## src/rtl/fetch_sequencer_if.sv

```systemverilog
// Bus bundle between the fetch sequencer, its ROM and its decoder.
// The slave side is the sequencer; the master side is the ROM/decoder environment.
interface fetch_sequencer_if;
  logic        run;
  logic        step;
  logic [7:0]  romData;
  logic        doJump;
  logic [7:0]  jumpTarget;
  logic        immUsed;
  logic [7:0]  pc;
  logic [7:0]  ir;
  logic        execute;
  logic        halted;
  logic [15:0] instrCount;

  modport master (
    output run, step, romData, doJump, jumpTarget, immUsed,
    input  pc, ir, execute, halted, instrCount
  );

  modport slave (
    input  run, step, romData, doJump, jumpTarget, immUsed,
    output pc, ir, execute, halted, instrCount
  );
endinterface

```

## src/rtl/fetch_sequencer.sv

```systemverilog
// Two-cycle FETCH/EXEC instruction sequencer with free-run, single-step and
// jump-to-self halt detection.
module fetch_sequencer #(
  parameter logic [7:0] RESET_PC = 8'h00
) (
  input  logic             clk,
  input  logic             resetBar,
  fetch_sequencer_if.slave bus
);

  typedef enum logic [1:0] {
    S_IDLE  = 2'd0,
    S_FETCH = 2'd1,
    S_EXEC  = 2'd2,
    S_HALT  = 2'd3
  } state_t;

  state_t      r_state;
  state_t      w_state_next;
  logic [7:0]  r_pc;
  logic [7:0]  r_ir;
  logic [7:0]  r_instr_addr;
  logic [15:0] r_instr_count;
  logic        r_step_pending;
  logic        r_step_prev;
  logic        w_step_edge;
  logic        w_step_clear;
  logic        w_self_jump;

  assign w_step_edge = bus.step & ~r_step_prev;
  assign w_self_jump = bus.doJump && (bus.jumpTarget == r_instr_addr);

  // NOTE: every variable written here gets a default first, so no path can infer a latch.
  always_comb begin
    w_state_next = r_state;
    w_step_clear = 1'b0;
    case (r_state)
      S_IDLE: begin
        if (bus.run || r_step_pending) begin
          w_state_next = S_FETCH;
          w_step_clear = ~bus.run;
        end
      end
      S_FETCH: w_state_next = S_EXEC;
      S_EXEC: begin
        if (w_self_jump)  w_state_next = S_HALT;
        else if (bus.run) w_state_next = S_FETCH;
        else              w_state_next = S_IDLE;
      end
      S_HALT:  w_state_next = S_HALT;
      default: w_state_next = S_IDLE;
    endcase
  end

  // NOTE: sequential state uses non-blocking assignments so all registers
  // update from pre-edge values regardless of statement order.
  always_ff @(posedge clk or negedge resetBar) begin
    if (!resetBar) begin
      r_state        <= S_IDLE;
      r_pc           <= RESET_PC;
      r_ir           <= 8'h00;
      r_instr_addr   <= 8'h00;
      r_instr_count  <= 16'h0000;
      r_step_pending <= 1'b0;
      r_step_prev    <= 1'b0;
    end else begin
      r_state     <= w_state_next;
      r_step_prev <= bus.step;

      // Only one step is remembered; further edges while pending are dropped.
      if (w_step_clear)
        r_step_pending <= 1'b0;
      else if (w_step_edge && (r_state != S_HALT))
        r_step_pending <= 1'b1;

      case (r_state)
        S_FETCH: begin
          r_ir         <= bus.romData;
          r_instr_addr <= r_pc;
          r_pc         <= r_pc + 8'd1;
        end
        S_EXEC: begin
          if (bus.doJump)       r_pc <= bus.jumpTarget;
          else if (bus.immUsed) r_pc <= r_pc + 8'd1;
          r_instr_count <= r_instr_count + 16'd1;
        end
        default: ;
      endcase
    end
  end

  assign bus.pc         = r_pc;
  assign bus.ir         = r_ir;
  assign bus.instrCount = r_instr_count;
  assign bus.execute    = (r_state == S_EXEC);
  assign bus.halted     = (r_state == S_HALT);

endmodule

```

## src/flat_wrapper.sv

```systemverilog
// flat-port wrapper written by rule: the top's interface ports become plain ports
module fetch_sequencer_flat 
#(
  parameter logic [7:0] RESET_PC = 8'h00
)
  (clk, resetBar, bus_run, bus_step, bus_romData, bus_doJump, bus_jumpTarget, bus_immUsed, bus_pc, bus_ir, bus_execute, bus_halted, bus_instrCount);
  fetch_sequencer_if bus_i ();
  input  logic clk;
  input  logic resetBar;
  input wire logic [$bits(bus_i.run)-1:0] bus_run;
  input wire logic [$bits(bus_i.step)-1:0] bus_step;
  input wire logic [$bits(bus_i.romData)-1:0] bus_romData;
  input wire logic [$bits(bus_i.doJump)-1:0] bus_doJump;
  input wire logic [$bits(bus_i.jumpTarget)-1:0] bus_jumpTarget;
  input wire logic [$bits(bus_i.immUsed)-1:0] bus_immUsed;
  output wire logic [$bits(bus_i.pc)-1:0] bus_pc;
  output wire logic [$bits(bus_i.ir)-1:0] bus_ir;
  output wire logic [$bits(bus_i.execute)-1:0] bus_execute;
  output wire logic [$bits(bus_i.halted)-1:0] bus_halted;
  output wire logic [$bits(bus_i.instrCount)-1:0] bus_instrCount;
  assign bus_i.run = bus_run;
  assign bus_i.step = bus_step;
  assign bus_i.romData = bus_romData;
  assign bus_i.doJump = bus_doJump;
  assign bus_i.jumpTarget = bus_jumpTarget;
  assign bus_i.immUsed = bus_immUsed;
  assign bus_pc = bus_i.pc;
  assign bus_ir = bus_i.ir;
  assign bus_execute = bus_i.execute;
  assign bus_halted = bus_i.halted;
  assign bus_instrCount = bus_i.instrCount;
  fetch_sequencer #(.RESET_PC(RESET_PC)) u_core (.clk(clk), .resetBar(resetBar), .bus(bus_i));
endmodule
```

## config.mk

```make
export PLATFORM = sky130hd
export DESIGN_NAME = fetch_sequencer_flat
export DESIGN_NICKNAME = d
export VERILOG_FILES = /design/src/rtl/fetch_sequencer_if.sv /design/src/rtl/fetch_sequencer.sv /design/src/flat_wrapper.sv
export SDC_FILE = /design/constraint.sdc
export NUM_CORES = 1
export LEC_CHECK = 0
export CAP_MARGIN = 5
export CORE_ASPECT_RATIO = 1.2
export CORE_MARGIN = 2
export CORE_UTILIZATION = 51
export CTS_CLUSTER_DIAMETER = 120
export CTS_CLUSTER_SIZE = 8
export DETAILED_ROUTE_END_ITERATION = 10
export PLACE_DENSITY = 0.86
export RECOVER_POWER = 25
export SKIP_LAST_GASP = 1
export SYNTH_ARGS = -nofsm -noshare
export SYNTH_HDL_FRONTEND = slang
export SYNTH_SLANG_ARGS = --single-unit
```

## constraint.sdc

```tcl
create_clock -name clk -period 2.9 [get_ports clk]
set_clock_uncertainty 0.2 [all_clocks]
set_input_delay 0.435 -clock clk [delete_from_list [all_inputs] [get_ports clk]]
set_output_delay 0.435 -clock clk [all_outputs]
set_load 0.1 [all_outputs]
```

==> results.py, run 1 <==
metrics = {
    "finish": {
        "nets": 256,
        "antenna_cells": 0,
        "multiInputGateArea_um2": 905.9,
        "instances_no_fill": 287,
        "register_area_um2": 1101,
        "post-route-cell-area_um2": 2644,
        "syn2layout_area_growth_pct": 27.75,
        "fillerInstances": 316,
        "layout-drive-gt1-share_pct": 27.04,
    },
    "cts": {
        "ctsResizeCount": 0,
        "cts_buffers": 5,
        "cts_hold_buffers": 0,
        "htreeDepth": 2,
        "clock-sinks": 44,
        "cts_root_buffer": "clkbuf_8",
        "cts_setup_buffers": 0,
        "cts_tree": "done",
        "ctsLongestPathBuffers": 2,
        "clk_pin_slew_ns": 0.08,
        "clock_latency_ns": 0.29,
    },
    "drt": {
        "num_vias": 1547,
        "drt_iter0_drc": 54,
        "postRouteAntennaNets": 0,
        "drc": 0,
        "drt_pass1_iterations": 4,
        "viasPerCell": 5.390,
        "wl_um": 3926,
        "wl_per_cell_um": 13.68,
    },
    "sta": {
        "worstMarginPinSlew_ns": 1.073,
        "drv_slew": 0,
        "hold_viol": 0,
        "setup_viol": 0,
        "fmax_mhz": 456.9,
        "post-route-period-util_pct": 75.47,
        "fin_crit_ns": 2.189,
        "relSlewSlack_pct": 28.44,
        "setup_tns_ns": 0,
        "rsz0062_at_grt": "no",
    },
    "global_routing": {
        "grt_max_degree": 45,
        "grt_pass1_wl_um": 6934,
        "gr-usage-all-layers_pct": 19.04,
        "gr-total-overflow": 0,
        "grt_pass1_vias": 1559,
        "antenna_found_initial": 0,
    },
    "run": {
        "cap_violations": 0,
    },
    "critical_path": {
        "critPathTopFamily": "flip-flops",
        "endpoint_kind": "output pin",
        "ff2ff_path_depth": 4,
        "slowest_delay_ns": 0.48,
        "reg2reg_slack_ns": 1.00,
        "path_depth": 2,
        "cp_max_fo": 11,
        "critPathKind": "reg -> out",
        "crit_required_ns": 2.27,
        "worstPathBufferInverterCount": 1,
        "critPathSlowestCell": "dfrtp_1",
        "worst_setup_path_start_kind": "flop",
        "arrival_ns": 1.55,
        "path_cells": "and2b_1 -> buf_4",
    },
    "synthesis": {
        "syn_inst": 176,
        "ys_types": 40,
        "ys_ff_latch": 44,
        "synth_area_um2": 2069,
        "ys.warnings.count": 0,
        "syn_nets": 200,
        "synth.yosys.seq_area_share_pct": 53.20,
        "post_synth.cell_area_avg_um2": 11.76,
    },
    "floorplanning": {
        "dieArea_um2": 4585,
        "design.core.area_um2": 3910,
        "die_h_um": 73.78,
        "rows": 25,
        "initial_core_util_pct": 52.93,
        "die_w_um": 62.15,
        "io_pins": 56,
    },
    "placed_design": {
        "port_buffers": 55,
        "placed_area_um2": 2554,
        "gp_congestion": 0.8168,
        "place.detailed.hpwl_um": 2840,
        "placed_cells": 279,
    },
    "hold_path": {
        "min-delay-path-class": "in -> async",
    },
    "outcome": {
        "status": "completed",
    },
}
[cells in the final DEF (no fill, tap or decap), types with 8 or more instances in the layout]
cell / netlist / routed
buf_4: 4 / 35
nand2_1: 11 / 11
dfrtp_1: 44 / 44
clkdlybuf4s50_1: 0 / 19
a21oi_1: 8 / 8
xor2_1: 11 / 11
mux2_2: 17 / 17
xnor2_1: 12 / 12
[final timing paths]
| kind | from | endpoint |
|---|---|---|
| hold / removal | resetBar | u_core.bus.instrCount[8]$_DFFE_PN0P_ |
| setup / recovery | u_core.r_state[0]$_DFFE_PN0P_ | bus_execute |
| setup reg to reg | u_core.r_state[0]$_DFFE_PN0P_ | u_core.bus.pc[4]$_DFFE_PN0P_ |
| max in group asynchronous | resetBar | u_core.bus.pc[0]$_DFFE_PN0P_ |
| hold reg to reg | u_core.bus.instrCount[15]$_DFFE_PN0P_ | u_core.bus.instrCount[15]$_DFFE_PN0P_ |
| min in group clk | u_core.bus.instrCount[15]$_DFFE_PN0P_ | u_core.bus.instrCount[15]$_DFFE_PN0P_ |
[Yosys cell counts]
| library cell | n | area share (%) |
|---|---|---|
| a21o_1 | 1 | 0.36 |
| a21oi_1 | 8 | 1.9 |
| a21oi_2 | 1 | 0.42 |
| a22o_1 | 1 | 0.42 |
| a31oi_1 | 3 | 0.91 |
| a41oi_1 | 1 | 0.42 |
| and2b_1 | 1 | 0.36 |
| and3_1 | 4 | 1.2 |
| and3b_1 | 1 | 0.42 |
| and4_1 | 2 | 0.85 |
| buf_2 | 2 | 0.48 |
| buf_4 | 4 | 1.5 |
| buf_6 | 1 | 0.54 |
| dfrtp_1 | 44 | 53 |
| ha_1 | 2 | 1.2 |
| inv_1 | 3 | 0.54 |
| mux2_2 | 17 | 9.3 |
| nand2_1 | 11 | 2.0 |
| nand2b_1 | 4 | 1.2 |
| nand3_1 | 6 | 1.5 |
| nand3b_1 | 2 | 0.73 |
| nand4_1 | 5 | 1.5 |
| nand4_2 | 1 | 0.60 |
| nand4b_1 | 1 | 0.42 |
| nor2_1 | 6 | 1.1 |
| nor2b_1 | 2 | 0.60 |
| nor3_1 | 2 | 0.48 |
| nor4_1 | 2 | 0.60 |
| nor4_2 | 1 | 0.60 |
| o211ai_1 | 1 | 0.36 |
| o21ai_0 | 2 | 0.48 |
| o21ai_1 | 1 | 0.24 |
| o21bai_1 | 1 | 0.36 |
| o22a_1 | 5 | 2.1 |
| o22ai_1 | 1 | 0.30 |
| o2bb2ai_1 | 1 | 0.42 |
| or2_2 | 1 | 0.30 |
| or4_1 | 1 | 0.36 |
| xnor2_1 | 12 | 5.1 |
| xor2_1 | 11 | 4.7 |
[flip-flops by register name, indices dropped and copies added, names as in the netlist]
| signal | count |
|---|---|
| u_core.bus.instrCount | 16 |
| u_core.bus.ir | 8 |
| u_core.bus.pc | 8 |
| u_core.r_instr_addr | 8 |
| u_core.r_state | 2 |
| u_core.r_step_pending | 1 |
| u_core.r_step_prev | 1 |
[cell families after synthesis]
kind of cell             Yosys count  synth area share [%]
adder cells (fa/ha/maj)            2                 1.209
multiplexers                      17                 9.250
AO/OA/AOI/OAI                     27                 8.767
AND/OR/NAND/NOR                   53                 14.81
XOR/XNOR                          23                 9.734
buffers and inverters             10                 3.023
flip-flops                        44                 53.20
[area by class of cell]
cell class,count,area share (%)
sequential,44,41.65
inverter,3,0.4259
clock buffer,8,3.407
tap,54,2.556
timing repair buffer,56,17.70
multi-input combinational,122,34.26
[metrics by stage]
stage | util, % | setup WS (ns) | hold WS, ns
2_1_floorplan | - | 0.5689 | -0.06059
3_3_place_gp | 65.31 | 0.6897 | 0.2621
3_5_place_dp | 65.31 | 0.6508 | 0.2754
4_1_cts | 67.62 | 0.6949 | 0.1294
5_1_grt | 67.62 | 0.6207 | 0.2270
6_report | 67.62 | 0.7112 | 0.1354
[worst reg2reg max path: cells and delay by family (launching register included)]
family | cells | cell delay [ns]
flops | 1 | 0.48
simple gates | 1 | 0.43
compound gates | 3 | 0.68
[metal layers]
| layer | routed length [um] | global-route usage (%) | vias up | part of all wire, % |
|---|---|---|---|---|
| met5 | 0 | 0 | - | 0 |
| met4 | 87 | 8.642 | 0 | 2.2 |
| met3 | 237 | 4.747 | 7 | 6.0 |
| met2 | 1942 | 32.25 | 57 | 49 |
| met1 | 1660 | 23.31 | 740 | 42 |
| li1 | - | - | 743 | - |
Power of run 1 is not shown: default switching activity piles up to over one toggle a cycle in this logic, so the estimate is an artifact.
==> run 2, diff against run 1 <==
--- a/config.mk
+++ b/config.mk
@@ -8,11 +8,11 @@
 export CAP_MARGIN = 5
 export CORE_ASPECT_RATIO = 1.2
 export CORE_MARGIN = 2
-export CORE_UTILIZATION = 51
+export CORE_UTILIZATION = 48
 export CTS_CLUSTER_DIAMETER = 120
 export CTS_CLUSTER_SIZE = 8
 export DETAILED_ROUTE_END_ITERATION = 10
-export PLACE_DENSITY = 0.86
+export PLACE_DENSITY = 0.82
 export RECOVER_POWER = 25
 export SKIP_LAST_GASP = 1
 export SYNTH_ARGS = -nofsm -noshare
==> constraint.sdc (replaced) <==
create_clock -name clk -period 2.2 [get_ports clk]
set_clock_uncertainty 0.2 [all_clocks]
set_input_delay 0.33 -clock clk [delete_from_list [all_inputs] [get_ports clk]]
set_output_delay 0.33 -clock clk [all_outputs]
set_load 0.1 [all_outputs]
==> run 2 against run 1 <==
Compared with the run above:
- count of clock-buffer cells in the layout down 1
- hold slack better by 0.13 ns
- critical path type unchanged
- sequential cell count unchanged
- non-clock buffer count up 4
- critical path depth unchanged
- first-iteration DRC count down 17%
- cell count up 2.1%
==> results.py, run 2 (same netlist as run 1, synthesis figures left out) <==
metrics = {
    "outcome": {
        "status": "completed",
    },
    "critical_path": {
        "ff2ff_path_depth": 4,
        "slowest_delay_ns": 0.47,
        "reg2reg_slack_ns": 0.26,
        "crit_required_ns": 1.67,
        "endpoint_kind": "output pin",
        "cp-startpoint": "u_core.r_state[0]$_DFFE_PN0P_",
        "arrival_ns": 1.44,
        "cp_max_fo": 11,
        "rr_startpoint": "u_core.r_state[0]$_DFFE_PN0P_",
        "worstPathBufferInverterCount": 1,
        "critPathKind": "reg -> out",
        "path_cells": "and2b_1 -> buf_12",
        "crit_end": "bus_execute",
        "crit-reg2reg-capture": "u_core.bus.pc[4]$_DFFE_PN0P_",
        "path_depth": 2,
        "worst_setup_path_start_kind": "flop",
        "critPathTopFamily": "flip-flops",
        "critPathSlowestCell": "dfrtp_1",
    },
    "sta": {
        "relSlewSlack_pct": 29.71,
        "drv_slew": 0,
        "fmax_mhz": 508.4,
        "fin_crit_ns": 1.967,
        "worstMarginPinSlew_ns": 1.054,
        "setup_tns_ns": 0,
        "setup_viol": 0,
        "hold_viol": 0,
        "setup_ws_ns": 0.2331,
        "rsz0062_at_grt": "no",
        "post-route-period-util_pct": 89.40,
    },
    "global_routing": {
        "gr-usage-all-layers_pct": 17.65,
        "grt_pass1_wl_um": 6817,
        "antenna_found_initial": 0,
        "grt_max_degree": 45,
        "gr-total-overflow": 0,
        "grt_pass1_vias": 1520,
    },
    "drt": {
        "wl_met3_um": 218,
        "drc": 0,
        "wl_met2_um": 1981,
        "drt_iter0_drc": 45,
        "postRouteAntennaNets": 0,
        "top_layer_used": "met4",
        "wl_um": 4023,
        "viasPerCell": 5.184,
        "met1Wirelength_um": 1784,
        "wl_per_cell_um": 13.73,
        "num_vias": 1519,
        "drt_pass1_iterations": 4,
    },
    "hold_path": {
        "min-delay-path-class": "reg -> reg",
    },
    "cts": {
        "cts_tree": "done",
        "ctsLongestPathBuffers": 2,
        "cts_buffers": 5,
        "clk_pin_slew_ns": 0.08,
        "clock-sinks": 44,
        "cts_root_buffer": "clkbuf_8",
        "clock_latency_ns": 0.29,
        "htreeDepth": 2,
    },
    "floorplanning": {
        "dieArea_um2": 4855,
        "io_pins": 56,
        "rows": 26,
        "design.core.area_um2": 4197,
        "die_h_um": 75.93,
        "initial_core_util_pct": 49.31,
        "die_w_um": 63.94,
    },
    "finish": {
        "layout-drive-gt1-share_pct": 31.65,
        "antenna_cells": 0,
        "post-route-cell-area_um2": 2704,
        "largest_register_ffs": 16,
        "final_cell_mix": "35 x buf_4, 35 x dfrtp_1, 19 x clkdlybuf4s50_1, 17 x mux2_2, 12 x xnor2_1",
        "syn2layout_area_growth_pct": 30.65,
        "nets": 260,
    },
    "placed_design": {
        "gp_congestion": 0.7616,
        "placed_area_um2": 2616,
        "place.detailed.hpwl_um": 2972,
        "dpl_worst_slack_ns": 0.2037,
        "port_buffers": 55,
    },
    "run": {
        "cap_violations": 0,
    },
}
[run 2: cell count changes in the layout (fill, tap and decap cells not counted), sizes merged]
| cell | before | now |
|---|---|---|
| clkinv | 0 | 1 |
| clkbuf | 9 | 8 |
| buf | 35 | 38 |
| dlygate4sd3 | 1 | 2 |
[run 2: metal layers]
metal / vias to the layer above / GRT usage, %
met5: - / 0
met4: 0 / 5.870
li1: 746 / -
met1: 723 / 21.70
met2: 46 / 30.10
met3: 4 / 4.154
[run 2: stage by stage]
| step | std cells | hold WS, ns | util [%] |
|---|---|---|---|
| 5_1_grt | 293 | 0.3129 | 64.43 |
| 6_report | 293 | 0.2680 | 64.43 |
| 2_1_floorplan | 176 | -0.1656 | - |
| 3_5_place_dp | 284 | 0.2449 | 62.34 |
| 4_1_cts | 293 | 0.2786 | 64.52 |
| 3_3_place_gp | 284 | 0.2385 | 62.34 |
[run 2: how the worst min path moves through the flow]
stage | startpoint | end | slack [ns] | cells after the start
2_1_floorplan | resetBar | u_core.bus.instrCount[0]$_DFFE_PN0P_ | -0.17 | 0
3_3_place_gp | resetBar | u_core.bus.instrCount[9]$_DFFE_PN0P_ | 0.24 | 2
3_5_place_dp | resetBar | u_core.bus.instrCount[9]$_DFFE_PN0P_ | 0.24 | 2
4_1_cts | u_core.bus.instrCount[15]$_DFFE_PN0P_ | u_core.bus.instrCount[15]$_DFFE_PN0P_ | 0.28 | 1
5_1_grt | u_core.bus.instrCount[4]$_DFFE_PN0P_ | u_core.bus.instrCount[4]$_DFFE_PN0P_ | 0.31 | 1
6_report | u_core.bus.instrCount[15]$_DFFE_PN0P_ | u_core.bus.instrCount[15]$_DFFE_PN0P_ | 0.27 | 1
[run 2: timing repair]
item | CTS | global route
gates resized for setup | 0 | 0
hold endpoints to repair | 44 | 0
hold buffers | 1 | 0
setup buffers | 0 | 0
[run 2: cell type report]
class	count	area (um^2)
Clock buffer	7	76.32
Clock inverter	1	5.005
Fill cell	353	1493
Inverter	3	11.26
Multi-Input combinational cell	122	905.9
Sequential cell	44	1112
Tap cell	56	70.07
Timing Repair Buffer	60	523.0
Power of run 2 is left out for the same reason.
